$ cat src/rtl/wb_reg_bank.sv
// Wishbone slave register bank: NUM_REGS read/write control registers,
// an interrupt-enable register, a sticky W1C interrupt-status register fed
// by rising edges of user events, and a read-only status word.
module wb_reg_bank #(
  parameter int          DATA_WIDTH = 32,
  parameter int          NUM_REGS   = 4,
  parameter int          NUM_EVENTS = 4,
  parameter logic [31:0] BASE_ADDR  = 32'h0000_0000
) (
  input  logic                           clk,
  input  logic                           rst,
  input  logic                           wbs_we_i,
  input  logic                           wbs_cyc_i,
  input  logic                           wbs_stb_i,
  input  logic [31:0]                    wbs_adr_i,
  input  logic [DATA_WIDTH-1:0]          wbs_dat_i,
  output logic [DATA_WIDTH-1:0]          wbs_dat_o,
  output logic                           wbs_ack_o,
  output logic                           wbs_int_o,
  output logic [NUM_REGS*DATA_WIDTH-1:0] regs_o,
  input  logic [NUM_EVENTS-1:0]          event_i,
  input  logic [DATA_WIDTH-1:0]          status_i
);

  localparam logic [31:0] OFF_INT_EN   = 32'(NUM_REGS);
  localparam logic [31:0] OFF_INT_STAT = 32'(NUM_REGS + 1);
  localparam logic [31:0] OFF_STATUS   = 32'(NUM_REGS + 2);

  typedef enum logic {S_IDLE, S_ACK} state_t;

  state_t                  state_q, state_d;
  logic [DATA_WIDTH-1:0]   ctrl_q [NUM_REGS];
  logic [DATA_WIDTH-1:0]   ctrl_d [NUM_REGS];
  logic [NUM_EVENTS-1:0]   int_en_q, int_en_d;
  logic [NUM_EVENTS-1:0]   int_stat_q, int_stat_d;
  logic [NUM_EVENTS-1:0]   event_d_q;
  logic [NUM_EVENTS-1:0]   rise, w1c;
  logic [DATA_WIDTH-1:0]   dat_q, dat_d;
  logic                    ack_q, ack_d;
  logic                    int_q, int_d;
  logic [31:0]             offset;
  logic                    access;
  logic [DATA_WIDTH-1:0]   rd_data;

  // Address decode and read-data multiplexer (unmapped offsets read 0).
  always_comb begin
    offset  = wbs_adr_i - BASE_ADDR;
    access  = (state_q == S_IDLE) && wbs_stb_i && wbs_cyc_i;
    rd_data = '0;
    for (int unsigned k = 0; k < NUM_REGS; k++) begin
      if (offset == k) rd_data = ctrl_q[k];
    end
    if (offset == OFF_INT_EN)   rd_data[NUM_EVENTS-1:0] = int_en_q;
    if (offset == OFF_INT_STAT) rd_data[NUM_EVENTS-1:0] = int_stat_q;
    if (offset == OFF_STATUS)   rd_data = status_i;
  end

  // Handshake FSM next state plus register side effects and event capture.
  always_comb begin
    state_d  = state_q;
    ack_d    = ack_q;
    dat_d    = dat_q;
    int_en_d = int_en_q;
    w1c      = '0;
    for (int unsigned k = 0; k < NUM_REGS; k++) ctrl_d[k] = ctrl_q[k];

    case (state_q)
      S_IDLE: begin
        if (access) begin
          state_d = S_ACK;
          ack_d   = 1'b1;
          if (wbs_we_i) begin
            for (int unsigned k = 0; k < NUM_REGS; k++) begin
              if (offset == k) ctrl_d[k] = wbs_dat_i;
            end
            if (offset == OFF_INT_EN)   int_en_d = wbs_dat_i[NUM_EVENTS-1:0];
            if (offset == OFF_INT_STAT) w1c      = wbs_dat_i[NUM_EVENTS-1:0];
          end else begin
            dat_d = rd_data;
          end
        end
      end
      S_ACK: begin
        // Dropping either stb or cyc ends the handshake; the side effect already happened.
        if (!(wbs_stb_i && wbs_cyc_i)) begin
          state_d = S_IDLE;
          ack_d   = 1'b0;
        end
      end
      default: begin
        state_d = S_IDLE;
        ack_d   = 1'b0;
      end
    endcase

    // Set wins over a coincident W1C of the same bit.
    rise       = event_i & ~event_d_q;
    int_stat_d = (int_stat_q & ~w1c) | rise;
    int_d      = |(int_stat_q & int_en_q);
  end

  // State register with synchronous active-high reset.
  always_ff @(posedge clk) begin
    if (rst) begin
      state_q    <= S_IDLE;
      ack_q      <= 1'b0;
      dat_q      <= '0;
      int_q      <= 1'b0;
      int_en_q   <= '0;
      int_stat_q <= '0;
      event_d_q  <= '0;
      for (int unsigned k = 0; k < NUM_REGS; k++) ctrl_q[k] <= '0;
    end else begin
      state_q    <= state_d;
      ack_q      <= ack_d;
      dat_q      <= dat_d;
      int_q      <= int_d;
      int_en_q   <= int_en_d;
      int_stat_q <= int_stat_d;
      event_d_q  <= event_i;
      for (int unsigned k = 0; k < NUM_REGS; k++) ctrl_q[k] <= ctrl_d[k];
    end
  end

  // Flatten control registers onto the user-core export bus.
  always_comb begin
    regs_o = '0;
    for (int unsigned k = 0; k < NUM_REGS; k++) begin
      regs_o[k*DATA_WIDTH +: DATA_WIDTH] = ctrl_q[k];
    end
  end

  assign wbs_dat_o = dat_q;
  assign wbs_ack_o = ack_q;
  assign wbs_int_o = int_q;

endmodule

$ cat config.mk
export PLATFORM = sky130hd
export DESIGN_NAME = wb_reg_bank
export DESIGN_NICKNAME = d
export VERILOG_FILES = /design/src/rtl/wb_reg_bank.sv
export SDC_FILE = /design/constraint.sdc
export NUM_CORES = 1
export LEC_CHECK = 0
export ABC_AREA = 0
export CORE_ASPECT_RATIO = 1.5
export CORE_MARGIN = 10
export CORE_UTILIZATION = 49
export CTS_BUF_LIST = sky130_fd_sc_hd__clkbuf_8 sky130_fd_sc_hd__clkbuf_16
export CTS_CLUSTER_SIZE = 14
export DETAILED_ROUTE_END_ITERATION = 10
export PLACE_DENSITY = 0.94
export SYNTH_ARGS = -nofsm -noshare
export SYNTH_HDL_FRONTEND = slang
export SYNTH_SLANG_ARGS = --single-unit
$ cat constraint.sdc
create_clock -name clk -period 3.8 [get_ports clk]
set_clock_uncertainty 0.2 [all_clocks]
set_input_delay 0.38 -clock clk [delete_from_list [all_inputs] [get_ports clk]]
set_output_delay 0.38 -clock clk [all_outputs]
set_load 0.1 [all_outputs]
=== Word-level counts from Yosys, hierarchy flattened ===
Memories as Yosys holds them, arrays and structs flattened.
Cells that the tools add are included.

* Flip-flop bits (word level): 47
* Latch bits: 0
* Memory bits (writable): 128
* Memory bits (read-only): 0
* Memories kept: 1

* Add/subtract/negate cells: 0
* Multipliers: 0
* Div/mod/pow operators: 0
* Order comparisons: 0
* Equality and inequality tests: 8
* Shift operators: 0
* Multiplexer cells: 31
* Bitwise operators: 12
* Reductions and logical operators: 8

{| class="wikitable"
|+ Memory list
! name !! depth !! bits a word !! read ports !! clocked after Yosys merged registers in !! write ports !! line !! source
|-
| ctrl_q || 4 || 32 || 4 || 0 || 4 || 32 || <nowiki>logic [DATA_WIDTH-1:0] ctrl_q [NUM_REGS];</nowiki>
|}

{| class="wikitable"
|+ Operators with widths
! cell !! count
|-
| two-way mux 32 bit || 13
|-
| two-way mux 128 bit || 3
|-
| equality test 32 x 3 -> 1 bit, second input constant || 3
|-
| equality test 32 x 2 -> 1 bit, second input constant || 2
|-
| equality test 32 x 1 -> 1 bit, second input constant || 1
|-
| zero test 32 bit || 1
|-
| two-way mux 4 bit || 6
|-
| bitwise AND 4 bit || 3
|-
| inverter 4 bit || 2
|-
| two-way mux 1 bit || 7
|-
| != test 2 bit, second input constant || 2
|-
| bitwise OR 1 bit || 4
|-
| bitwise OR 4 bit || 1
|-
| one-hot mux 1 bit (2 select lines) || 2
|-
| AND reduction 4 bit || 1
|-
| OR reduction 4 bit || 1
|-
| logical AND 1 bit || 3
|-
| AND reduction 3 bit || 1
|-
| inverter 1 bit || 2
|-
| AND reduction 2 bit || 1
|}

=== Depth between registers and ports, before layout ===
* Word-level depth: 8
* Gate-level depth with buffers: 8
* Mapped depth without buffers: 5

=== Worst setup path after synthesis ===
OpenSTA, ideal clock, no wires.

* Path kind: input-to-reg
* Start point: input wbs_adr_i[28]
* End point: memory ctrl_q[3][2]
* Setup time: 0.134 ns
* Data arrival time: 1.817 ns
* Data required time: 3.466 ns
* Path slack: 1.650 ns
* Stages: 7
* Buffers on the path: 2
* Cells stage by stage: nor4_2 > nand4_2 > or4_1 > buf_2 > buf_6 > nand2_1 > a21oi_1

{| class="wikitable"
|+ RTL lines
! what !! line !! source
|-
| start: declaration || 15 || <nowiki>input logic [31:0] wbs_adr_i,</nowiki>
|-
| end: declaration || 32 ||
|}

=== Final worst setup path ===
* Start point: input wbs_adr_i[2]
* End point: register dat_q[5] (netlist: wbs_dat_o[5])

* Longest elaborated chain between the ends: 6
* Elaborated cells between the ends (all ways): 10
* Those cells by class: 4 x eq/ne; 5 x mux; 1 x reduce/logical

{| class="wikitable"
|+ RTL lines
! what !! line !! source
|-
| zero test 32 bit || 51 || <nowiki>if (offset == k) rd_data = ctrl_q[k];</nowiki>
|-
| two-way mux 32 bit (4 in a row) || 51 ||
|-
| two-way mux 32 bit * || 55 || <nowiki>if (offset == OFF_STATUS) rd_data = status_i;</nowiki>
|-
| end signal: assignment || 116 || <nowiki>dat_q <= dat_d;</nowiki>
|-
| end: declaration || 38 || <nowiki>logic [DATA_WIDTH-1:0] dat_q, dat_d;</nowiki>
|}

Mark *: on every way between the ends. The rest lies on a longest branch, timed or not.
A chain may end at the register's enable or synchronous reset.

==> out/qor.yml <==
outcome: "complete, no violations"
layout_common_cells: "clkdlybuf4s50_1 (263), nand2_1 (223), dfxtp_1 (175)"
ir_drop_v: 0.000259
grt_pass1_vias: 7656
cts_resized: 0
gp_congestion: 0.913
cts.root.buffer_cell: "clkbuf_16"
final_common_cell: "clkdlybuf4s50_1"
crit_required_ns: 3.90
crit_path_end_kind: "register"
ys_types: 46
cts_buffer_depth: 2
place_hpwl_um: 19900
ctsHoldBuffers: 0
avgSynthCellArea_um2: 8.66
finalNetCount: 1212
first_pass_iters: 5
path_buf_inv: 2
dr_total_vias: 7710
hold_viol_final: 0
cp_max_fo: 21
track_usage: 0.255
final-max-slew-violation-count: 0
synth_top_area_share: 0.463
path_delay_family: "buffers and inverters"
relSlewSlack: 0.289
regToRegSetupSlack_ns: 1.42
drv_cap: 0
core_area_um2: 15100
area_delta_synth_final_pct: 44.3
crit_type: "input port to register"
grt_max_degree: 68
post-route-period-util: 0.740
yosys_most_used_dff: "dfxtp_1"
period_needed_ns: 2.81
syn-cell-area_um2: 7560
rows: 55
cts_tree: "built"
synth.area.top_cells: "dfxtp_1 (46%), nand2_1 (11%), a21oi_1 (7.2%)"
yosys_warnings: 0
dieArea_um2: 20900
final_core_util: 0.721
grt_antenna_before_repair: 1
ys_seq_area_frac: 0.463
port_buffers: 266
setup_tns_ns: 0
powerDensity_nw_per_um2: 370
fmax_mhz: 356
drc: 0
min_path_type: "register to register"
clock-sinks: 175
cts.reportedPaths.clkPinSlew_ns: 0.07
synth_top_area_cell: "dfxtp_1"
htree_num_levels: 4
grt_overflow: 0
initial_core_util: 0.499
num_io_pins: 267
viasPerCell: 5.84
clock_latency_ns: 0.43
wl_per_cell_um: 21.3
rsz0062_at_grt: "false"
syn-num-nets: 978
drive_above_1_share: 0.0938
cp-start-kind: "input port"
critical_path.max_stage_delay_ns: 0.77
worstPathCellList: "clkdlybuf4s50_1 > nand2b_4 > or3b_1 > nor4_4 > buf_4 > a22oi_1 > a211oi_1"
syn_inst: 873
drt_iter0_drc: 752
cts_setup_buffers: 0
die_h_um: 172
tightest_slew_ns: 1.06
ys_async_sr_fraction: 0
die_width_um: 121
crit_path_top_delay_cell: "clkdlybuf4s50_1"
p_leak_nw: 3.94
ant_nets: 0
grt_pass1_wl_um: 42100
cts_buffers: 17
synth_edf_count: 0
cp.arrival_ns: 2.91
routed_wl_um: 28100
ys_ff_latch: 175
setup_viol: 0
synth_stat cells, drive strengths merged (4+ instances only):
master  count
a211oi     14
a21oi     109
a22oi      15
a31oi       8
and4        4
buf        33
clkbuf     38
dfxtp     175
mux2       12
mux2i      47
mux4       13
nand2     223
nand2b      4
nand4       7
nor2       74
nor2b       9
nor3        5
nor4        9
o211ai      8
o21ai      17
o21bai      8
o22a       10
o22ai      10
registers in the layout, summed over array words and instances, names as in the netlist:
register and count:
ctrl_q 128, event_d_q 4, int_en_q 4, int_stat_q 4
state_q 1, wbs_ack_o 1, wbs_dat_o 32, wbs_int_o 1
path summary, 6_finish.rpt:
| check | startpoint | endpoint | depth (start not counted) |
|---|---|---|---|
| setup / recovery | wbs_adr_i[2] | wbs_dat_o[5]$_SDFFE_PP0P_ | 7 |
| hold reg to reg | wbs_dat_o[15]$_SDFFE_PP0P_ | wbs_dat_o[15]$_SDFFE_PP0P_ | 2 |
| hold / removal | wbs_dat_o[15]$_SDFFE_PP0P_ | wbs_dat_o[15]$_SDFFE_PP0P_ | 2 |
| setup reg to reg | state_q$_SDFF_PP0_ | ctrl_q[0][20]$_SDFFE_PP0P_ | 6 |
metal layers:
layer | up-vias | wire length (um) | GRT usage | part of all wire
met3 | 77 | 2310 | 0.0607 | 0.082
met5 | - | 0 | 0 | 0
li1 | 3503 | - | - | -
met4 | 0 | 1100 | 0.124 | 0.039
met2 | 440 | 14700 | 0.460 | 0.52
met1 | 3690 | 9960 | 0.272 | 0.35
kinds of logic (layout without fill, tap and decap cells):
| logic type | count (synthesis) | count (layout) | share of synthesized area |
|---|---|---|---|
| other cells | 0 | 2 | 0 |
| simple gates | 350 | 350 | 0.204 |
| mux | 72 | 72 | 0.119 |
| flops | 175 | 175 | 0.463 |
| compound gates | 204 | 204 | 0.168 |
| buf+inv | 72 | 319 | 0.0453 |
final cells by class:
cell class,instances,area [um^2]
Multi-Input combinational cell,626,3740
Inverter,1,3.75
Antenna cell,2,5.00
Sequential cell,175,3500
Fill cell,1103,4230
Clock inverter,15,174
Tap cell,199,249
Clock buffer,17,425
Timing Repair Buffer,286,2810
through the flow:
stage          worst slack [ns]  total power, mW  std cells  area (um^2)  hold slack, ns
2_1_floorplan              1.65             2.10        873         7560           0.277
3_5_place_dp              0.638             2.28       1287        10300           0.238
4_1_cts                    1.08             4.05       1319        10900           0.255
3_3_place_gp              0.848             2.28       1287        10300           0.235
6_report                  0.989             4.03       1321        10900           0.263
5_1_grt                   0.954             4.14       1320        10900           0.284
worst register-to-register path: stages, from the launching register on:
cell and delay [ns]:
dfxtp_1 0.39, and4b_1 0.26, and4_1 0.32, nand4b_4 0.13, buf_4 0.55, mux2i_1 0.29, nor2_1 0.06
where the power goes:
part | total, mW | switching, mW | internal [mW]
logic | 0.386 | 0.226 | 0.160
registers | 1.86 | 0.00993 | 1.85
clock network | 1.79 | 0.796 | 0.993
Power figures use the tool's default switching activity.
